--- src/rtl/inst_flash_resp.sv ---
// Instruction-side fetch responder: serves ce/pc fetches from a 16-bit flash window,
// assembling each 32-bit word from two big-endian half-word reads into a one-entry buffer.
module inst_flash_resp #(
    parameter int          FLASH_AW = 23,
    parameter logic [7:0]  WIN_BASE = 8'h30,
    parameter logic [31:0] NOP_INST = 32'h0000_0000
) (
    input  logic                clk,
    input  logic                rst_n,
    input  logic                ce,
    input  logic [31:0]         pc,
    input  logic                flush,
    output logic [31:0]         inst,
    output logic                stallreq,
    output logic                fetch_err,
    output logic                flash_rd,
    output logic [FLASH_AW-1:0] flash_addr,
    input  logic [15:0]         flash_rdata,
    input  logic                flash_ack
);

    typedef enum logic [1:0] {
        IDLE  = 2'd0,
        RD_HI = 2'd1,
        RD_LO = 2'd2,
        ERR   = 2'd3
    } state_t;

    state_t              state, state_n;
    logic                buf_valid, buf_valid_n;
    logic [29:0]         buf_addr, buf_addr_n;
    logic [31:0]         buf_data, buf_data_n;
    logic                discard, discard_n;
    logic [29:0]         req_addr, req_addr_n;
    logic [15:0]         hi, hi_n;
    logic                flash_rd_n;
    logic [FLASH_AW-1:0] flash_addr_n;
    logic                hit;
    logic                unused;

    // Byte offset within the word never selects anything.
    assign unused = ^pc[1:0];

    assign hit       = ce && buf_valid && (buf_addr == pc[31:2]);
    assign inst      = hit ? buf_data : NOP_INST;
    assign stallreq  = ce && !hit;
    assign fetch_err = (state == ERR);

    always_ff @(posedge clk) begin
        if (!rst_n) begin
            state      <= IDLE;
            buf_valid  <= 1'b0;
            buf_addr   <= '0;
            buf_data   <= '0;
            discard    <= 1'b0;
            req_addr   <= '0;
            hi         <= '0;
            flash_rd   <= 1'b0;
            flash_addr <= '0;
        end else begin
            state      <= state_n;
            buf_valid  <= buf_valid_n;
            buf_addr   <= buf_addr_n;
            buf_data   <= buf_data_n;
            discard    <= discard_n;
            req_addr   <= req_addr_n;
            hi         <= hi_n;
            flash_rd   <= flash_rd_n;
            flash_addr <= flash_addr_n;
        end
    end

    always_comb begin
        state_n      = state;
        buf_valid_n  = buf_valid;
        buf_addr_n   = buf_addr;
        buf_data_n   = buf_data;
        discard_n    = discard;
        req_addr_n   = req_addr;
        hi_n         = hi;
        flash_rd_n   = flash_rd;
        flash_addr_n = flash_addr;

        case (state)
            IDLE: begin
                if (ce && !hit && !flush) begin
                    if (pc[31:24] != WIN_BASE) begin
                        // Illegal fetch: park a NOP for this pc so the pipeline moves on.
                        state_n     = ERR;
                        buf_addr_n  = pc[31:2];
                        buf_data_n  = NOP_INST;
                        buf_valid_n = 1'b1;
                    end else begin
                        state_n      = RD_HI;
                        req_addr_n   = pc[31:2];
                        flash_addr_n = {pc[FLASH_AW:2], 1'b0};
                        flash_rd_n   = 1'b1;
                    end
                end
            end
            RD_HI: begin
                if (flash_ack) begin
                    hi_n         = flash_rdata;
                    flash_addr_n = flash_addr + {{(FLASH_AW-1){1'b0}}, 1'b1};
                    state_n      = RD_LO;
                end
            end
            RD_LO: begin
                if (flash_ack) begin
                    flash_rd_n = 1'b0;
                    if (!discard && !flush) begin
                        buf_data_n  = {hi, flash_rdata};
                        buf_addr_n  = req_addr;
                        buf_valid_n = 1'b1;
                    end
                    discard_n = 1'b0;
                    state_n   = IDLE;
                end
            end
            ERR: begin
                state_n = IDLE;
            end
            default: begin
                state_n = IDLE;
            end
        endcase

        // The flash handshake can never be cut short, so a flush only marks it for dropping.
        if (flush) begin
            buf_valid_n = 1'b0;
            if ((state == RD_HI) || ((state == RD_LO) && !flash_ack)) begin
                discard_n = 1'b1;
            end
        end
    end

endmodule
--- config.mk ---
export PLATFORM = sky130hd
export DESIGN_NAME = inst_flash_resp
export DESIGN_NICKNAME = d
export VERILOG_FILES = /design/src/rtl/inst_flash_resp.sv
export SDC_FILE = /design/constraint.sdc
export NUM_CORES = 1
export LEC_CHECK = 0
export ABC_CLOCK_PERIOD_IN_PS = 3850
export BUFFER_PORTS_ARGS = -buffer_cell sky130_fd_sc_hd__buf_2
export CAP_MARGIN = 20
export CELL_PAD_IN_SITES_DETAIL_PLACEMENT = 1
export CELL_PAD_IN_SITES_GLOBAL_PLACEMENT = 1
export CORE_UTILIZATION = 46
export DETAILED_ROUTE_END_ITERATION = 10
export HOLD_SLACK_MARGIN = 0.15
export PLACE_DENSITY_LB_ADDON = 0.05
export SYNTH_ARGS = -nofsm -noshare
export SYNTH_HDL_FRONTEND = slang
export SYNTH_SLANG_ARGS = --single-unit
--- constraint.sdc ---
create_clock -name clk -period 3.85 [get_ports clk]
set_clock_uncertainty 0.05 [all_clocks]
set_input_delay 0 -clock clk [delete_from_list [all_inputs] [get_ports clk]]
set_output_delay 0 -clock clk [all_outputs]
set_load 0.03 [all_outputs]
==> results of run 1 <==
## stage by stage
| step | power [mW] | std cells | util |
|---|---|---|---|
| floorplan | 1.75 | 836 | - |
| global placement | 1.87 | 1080 | 0.519 |
| detailed placement | 1.89 | 1080 | 0.519 |
| CTS | 3.89 | 1161 | 0.601 |
| global route | 4.01 | 1162 | 0.602 |
| finish | 3.89 | 1162 | 0.602 |
## final cells by class
class | count | area, um2
tap | 184 | 230
multi-input combinational | 633 | 4040
sequential | 136 | 2720
clock buffer | 20 | 467
timing repair buffer | 172 | 1160
clock inverter | 12 | 244
inverter | 5 | 18.8
fill | 1728 | 5870
## cell usage in the layout, fill, tap and decap left out, drive strengths merged, types with 5 or more instances in the layout
| cell type | synthesis | routed |
|---|---|---|
| and2 | 66 | 66 |
| o221a | 6 | 6 |
| a211oi | 5 | 5 |
| xnor2 | 17 | 17 |
| a22oi | 7 | 7 |
| and3 | 12 | 12 |
| dlygate4sd3 | 0 | 49 |
| nand2 | 162 | 162 |
| nor2 | 49 | 49 |
| dfxtp | 136 | 136 |
| nor3 | 5 | 5 |
| inv | 5 | 5 |
| o21a | 34 | 34 |
| xor2 | 15 | 15 |
| mux2 | 30 | 30 |
| nand3 | 10 | 10 |
| o32ai | 6 | 6 |
| clkbuf | 48 | 20 |
| nand4 | 9 | 9 |
| buf | 14 | 123 |
| nor2b | 5 | 5 |
| bufinv | 0 | 7 |
| nor4 | 15 | 15 |
| a31oi | 8 | 8 |
| a21oi | 77 | 77 |
| mux2i | 54 | 54 |
## worst paths after layout
check / slack (ps) / end
max: 1010 / inst[31]
min: 230 / state[1]
max reg2reg: 1130 / flash_addr[16]
min reg2reg: 400 / hi[7]
## per-layer routing
| metal | vias to the layer above | share of wire | track usage |
|---|---|---|---|
| li1 | 3149 | - | - |
| met1 | 3353 | 0.45 | 0.390 |
| met2 | 213 | 0.48 | 0.498 |
| met3 | 47 | 0.049 | 0.0582 |
| met4 | 0 | 0.026 | 0.123 |
| met5 | - | 0 | 0 |
## where the power goes
part           internal (mW)  switching [mW]
registers               1.45          0.0330
clock network           1.33           0.653
logic                  0.181           0.250
## flip-flops by register name, indices dropped and copies added (netlist names)
register / count
flash_rd: 1
buf_addr: 30
discard: 1
buf_valid: 1
buf_data: 32
flash_addr: 23
state: 2
hi: 16
req_addr: 30
## worst max-delay path, cell delays in order (launching register included)
cell,delay [ps]
dfxtp_1,320
xnor2_1,340
nand4_1,130
or4_1,620
nor2_2,140
buf_4,330
and2_1,250
buf_2,220
## cell families after synthesis
kind of cell | Yosys count | share of synthesized area
adders and majority gates | 1 | 0.00178
xor gates and xnor gates | 32 | 0.0398
buffers and inverters | 67 | 0.0421
DFF | 136 | 0.387
muxes | 84 | 0.125
AOI/OAI and AO/OA | 165 | 0.160
and+or+nand+nor | 351 | 0.245
## repair_timing
item | in CTS | in global routing
buffers inserted | 0 | 0
hold buffers | 49 | 0
endpoints found under the hold margin | 110 | 0
==> flow_metrics.env, run 1 <==
export IMPL_synth_top_area_cell="dfxtp_1"
export IMPL_slew_headroom=0.338
export IMPL_status="completed"
export IMPL_ctsResizeCount=0
export IMPL_hold_path_depth=5
export IMPL_firstDrtPassIters=5
export IMPL_drc_errors=0
export IMPL_synth_area_leaders="dfxtp_1, nand2_1, mux2i_1"
export IMPL_clock_sinks=136
export IMPL_final_nets=1019
export IMPL_grt_max_degree=95
export IMPL_place_congestion=0.835
export IMPL_grt_first_pass_wirelength_um=37500
export IMPL_routedWlPerCell_um=20.0
export IMPL_cp_required_ps=3800
export IMPL_ys_flop_type="dfxtp_1"
export IMPL_portBuffers=108
export IMPL_track_usage=0.303
export IMPL_place_ws_ps=1140
export IMPL_min_path_type="primary input to flop"
export IMPL_synth_edf_count=0
export IMPL_hold_viol=0
export IMPL_place_hpwl_um=14000
export IMPL_rows=44
export IMPL_leakagePower_nw=3.76
export IMPL_power_density_nw_per_um2=438
export IMPL_yosysWarnings=0
export IMPL_fin_crit_ps=2840
export IMPL_max_freq_ghz=0.353
export IMPL_first_iter_violations=372
export IMPL_start_kind="flop"
export IMPL_synth_commonest_cells="nand2_1, dfxtp_1, a21oi_1"
export IMPL_holdCritStartpoint="ce"
export IMPL_clockBufferDepth=2
export IMPL_num_antenna_cells=0
export IMPL_antenna_left=0
export IMPL_setup_violations=0
export IMPL_cp_end_kind="output pin"
export IMPL_cts_buffers=17
export IMPL_crit_type="flop to output pin"
export IMPL_core_um2=14800
export IMPL_fin_area_um2=8880
export IMPL_io_pins=111
export IMPL_syn_nets=890
export IMPL_async_flop_share=0
export IMPL_synth_top_area_frac=0.387
export IMPL_die_w_um=126
export IMPL_hold_slack_ps=234
export IMPL_htree_num_levels=4
export IMPL_synth_most_common_cell="nand2_1"
export IMPL_start_util=0.477
export IMPL_worstRegToRegCells=6
export IMPL_slew_violations=0
export IMPL_drive_gt1_frac=0.214
export IMPL_placed_area_um2=7660
export IMPL_tightest_slew_ps=993
export IMPL_root_buffer="clkbuf_16"
export IMPL_synthToLayoutAreaGrowth_pct=26.2
export IMPL_grt_pass1_vias=6977
export IMPL_drv_cap=0
export IMPL_clk_pin_slew_worst_paths_ps=60
export IMPL_synth_cells=836
export IMPL_die_h_um=126
export IMPL_ir_worst_vdd_uv=290
export IMPL_wirelength_um=23300
export IMPL_insertion_delay_ps=430
export IMPL_postLayoutSetupSlackWorst_ps=1010
export IMPL_yosysUniqueCellTypes=62
export IMPL_grt_setup_unrepaired="no"
export IMPL_grt_overflow=0
export IMPL_reg2reg_from="buf_addr[11]"
export IMPL_avgViaCountPerCell=5.82
export IMPL_crit_arrival_ps=2790
export IMPL_die_area_um2=15800
export IMPL_avgSynthCellArea_um2=8.42
export IMPL_vias=6762
export IMPL_cts_tree="done"
export IMPL_syn_area_um2=7040
export IMPL_ys_seq_elements=136
export IMPL_setup_tns_ps=0
export IMPL_crit_start="buf_addr[0]"
export IMPL_antenna_found_initial=0
export IMPL_ys_seq_area_frac=0.387
export IMPL_crit_fanout=33
export IMPL_min_period_over_period=0.736
(Power assumes the default switching activity.)
==> run 2, diff against run 1 <==
ABC_AREA = 1   (was unset)
ABC_CLOCK_PERIOD_IN_PS = 2900   (was 3850)
CORE_UTILIZATION = 39   (was 46)
clock period = 2.9 ns   (was 3.85 ns; I/O delays follow)
==> run 2 against run 1 <==
  * Combinational power increased to 2.7 times the previous value
  * Cell area decreased by 1.5%
  * Setup slack got worse by 820 ps
  * Core utilization decreased by 9.6 points
  * Sequential power increased by 45%
  * Critical path depth increased by 4
  * Routed wire length decreased by 3.3%
  * Count of clock-buffer cells in the layout unchanged
  * Synthesized cell count increased by 32%
  * Clock power increased by 6%
  * Via count increased by 8.3%
==> flow_metrics.env, run 2 <==
export IMPL_drv_cap=0
export IMPL_die_area_um2=18200
export IMPL_final_nets=1297
export IMPL_num_antenna_cells=0
export IMPL_synth_area_leaders="dfxtp_1, nand2_1, nor2_1"
export IMPL_firstDrtPassIters=4
export IMPL_synth_top_area_cell="dfxtp_1"
export IMPL_crit_fanout=35
export IMPL_status="completed"
export IMPL_crit_type="primary input to flop"
export IMPL_crit_arrival_ps=3020
export IMPL_yosysUniqueCellTypes=33
export IMPL_clk_pin_slew_worst_paths_ps=60
export IMPL_synthToLayoutAreaGrowth_pct=26.9
export IMPL_antenna_found_initial=0
export IMPL_worstRegToRegCells=9
export IMPL_synth_commonest_cells="nand2_1, nor2_1, inv_1"
export IMPL_syn_area_um2=6900
export IMPL_rows=48
export IMPL_layout_commonest_cell="nand2_1"
export IMPL_swShare=0.322
export IMPL_drc_errors=0
export IMPL_ir_worst_vdd_uv=430
export IMPL_avgSynthCellArea_um2=6.26
export IMPL_clock_sinks=136
export IMPL_p_switching_mw=1.75
export IMPL_seq_area_um2=2720
export IMPL_intPower_mw=3.67
export IMPL_antenna_left=0
export IMPL_synth_cells=1101
export IMPL_synth_edf_count=0
export IMPL_ys_seq_area_frac=0.395
export IMPL_max_freq_ghz=0.370
export IMPL_fin_area_um2=8750
export IMPL_holdCritStartpoint="flash_rdata[8]"
export IMPL_syn_nets=1155
export IMPL_synth_top_area_frac=0.395
export IMPL_hold_path_depth=4
export IMPL_first_iter_violations=284
export IMPL_setup_violations=0
export IMPL_tightest_slew_ps=963
export IMPL_slew_headroom=0.357
export IMPL_r2r_end="discard"
export IMPL_place_congestion=0.832
export IMPL_power_density_nw_per_um2=619
export IMPL_pwr_share_comb=0.216
export IMPL_fin_util=0.506
export IMPL_cts_tree="done"
export IMPL_ys_flop_type="dfxtp_1"
export IMPL_track_usage=0.255
export IMPL_min_path_type="primary input to flop"
export IMPL_drive_gt1_frac=0.131
export IMPL_cp_required_ps=3210
export IMPL_cp_end_kind="flop"
export IMPL_synth_most_common_cell="nand2_1"
export IMPL_grt_pass1_vias=7303
export IMPL_placed_area_um2=7620
export IMPL_slew_violations=0
export IMPL_grt_setup_unrepaired="yes"
export IMPL_place_ws_ps=409
export IMPL_top_register="buf_data"
export IMPL_die_w_um=135
export IMPL_reg2reg_from="state[1]"
export IMPL_hold_slack_ps=319
export IMPL_yosysWarnings=0
export IMPL_htree_num_levels=4
export IMPL_fin_crit_ps=2700
export IMPL_async_flop_share=0
export IMPL_leakagePower_nw=4.00
export IMPL_grt_overflow=0
export IMPL_die_h_um=135
export IMPL_io_pins=111
export IMPL_ys_seq_elements=136
export IMPL_place_hpwl_um=15000
export IMPL_clockBufferDepth=2
export IMPL_min_period_over_period=0.932
export IMPL_hold_viol=0
export IMPL_fill_cells=2357
export IMPL_vias=7320
export IMPL_p_clk_frac=0.386
export IMPL_insertion_delay_ps=420
export IMPL_postLayoutSetupSlackWorst_ps=196
export IMPL_portBuffers=108
export IMPL_seq_power_share=0.397
export IMPL_routedWlPerCell_um=15.2
export IMPL_root_buffer="clkbuf_16"
export IMPL_grt_first_pass_wirelength_um=36000
export IMPL_reg_largest_list="buf_data: 32 flops, buf_addr: 30 flops, req_addr: 30 flops"
export IMPL_avgViaCountPerCell=4.95
export IMPL_grt_max_degree=70
export IMPL_largest_reg_flops=32
export IMPL_hold_end="buf_data[8]"
export IMPL_start_kind="primary input"
export IMPL_cts_buffers=17
export IMPL_core_um2=17300
export IMPL_mostFrequentLayoutCells="nand2_1, nor2_1, inv_1, dfxtp_1, buf_2"
export IMPL_post_cts_buffers=0
export IMPL_multiInputGateArea_um2=3370
export IMPL_start_util=0.399
export IMPL_wirelength_um=22500
export IMPL_rrSetupSlack_ps=210
## run 2: changes by cell type in the layout (fill, tap and decap cells not counted), sizes merged, moves of 11 or more
cell / change
a21oi: +17
and2: -66
and3: -11
inv: +142
mux2: -30
mux2i: -54
nand2: +147
nand3: +14
nor2: +129
nor4: -14
o21a: -31
o21ai: +91
## run 2: cell families (layout without fill, tap and decap cells)
logic type | after synthesis | in the layout | synth area share
and+or+nand+nor | 543 | 543 | 0.315
buffers and inverters | 203 | 357 | 0.116
AOI/OAI and AO/OA | 196 | 196 | 0.144
DFF | 136 | 136 | 0.395
xor gates and xnor gates | 22 | 22 | 0.0279
adders and majority gates | 1 | 1 | 0.00181
## run 2: worst max path at each step
stage,from,slack (ps),depth (start not counted),end
after floorplan,flash_addr[0],840,12,flash_addr[20]
after global placement,buf_addr[27],470,14,buf_addr[11]
after detailed placement,buf_addr[27],410,14,buf_addr[1]
after CTS,state[1],150,9,discard
after global routing,pc[21],-9,17,buf_addr[28]
final,pc[25],200,11,req_addr[12]
## run 2: metrics by stage
stage | setup TNS, ps | cells | total power, mW
6_report | 0 | 1480 | 5.42
5_1_grt | -8.76 | 1480 | 5.70
4_1_cts | 0 | 1480 | 5.47
3_5_place_dp | 0 | 1393 | 3.31
3_3_place_gp | 0 | 1393 | 3.29
2_1_floorplan | 0 | 1101 | 2.96
## run 2: critical path: stages
cell and delay [ps]:
dlygate4sd3_1 540, buf_2 130, inv_1 100, nand3_1 110, nor4_1 480, nand2_1 220, nor2_4 360, buf_12 230
o21ai_0 120, a21oi_1 150, dlygate4sd3_1 560
## run 2: timing repair
item,4_1_cts,5_1_grt
endpoints found under the setup margin,0,2
hold buffers,56,0
hold endpoints to repair,114,0
resized for setup,0,2
## run 2: final cells by class
| class | count | area share |
|---|---|---|
| Clock buffer | 20 | 0.0533 |
| Clock inverter | 11 | 0.0113 |
| Inverter | 147 | 0.0631 |
| Multi-Input combinational cell | 762 | 0.386 |
| Sequential cell | 136 | 0.311 |
| Tap cell | 225 | 0.0322 |
| Timing Repair Buffer | 179 | 0.143 |
## run 2: metal layers
metal	vias to the layer above	wire, um	global-route usage
li1	3688	-	-
met1	3477	10100	0.302
met2	125	11100	0.458
met3	30	662	0.0454
met4	0	544	0.0918
met5	-	0	0
## run 2: power groups by stage
stage,clock network (mW),registers [mW],logic [mW]
floorplan,0,2.24,0.723
global placement,0,2.19,1.10
detailed placement,0,2.19,1.12
CTS,2.14,2.15,1.18
global route,2.21,2.17,1.32
finish,2.09,2.15,1.17
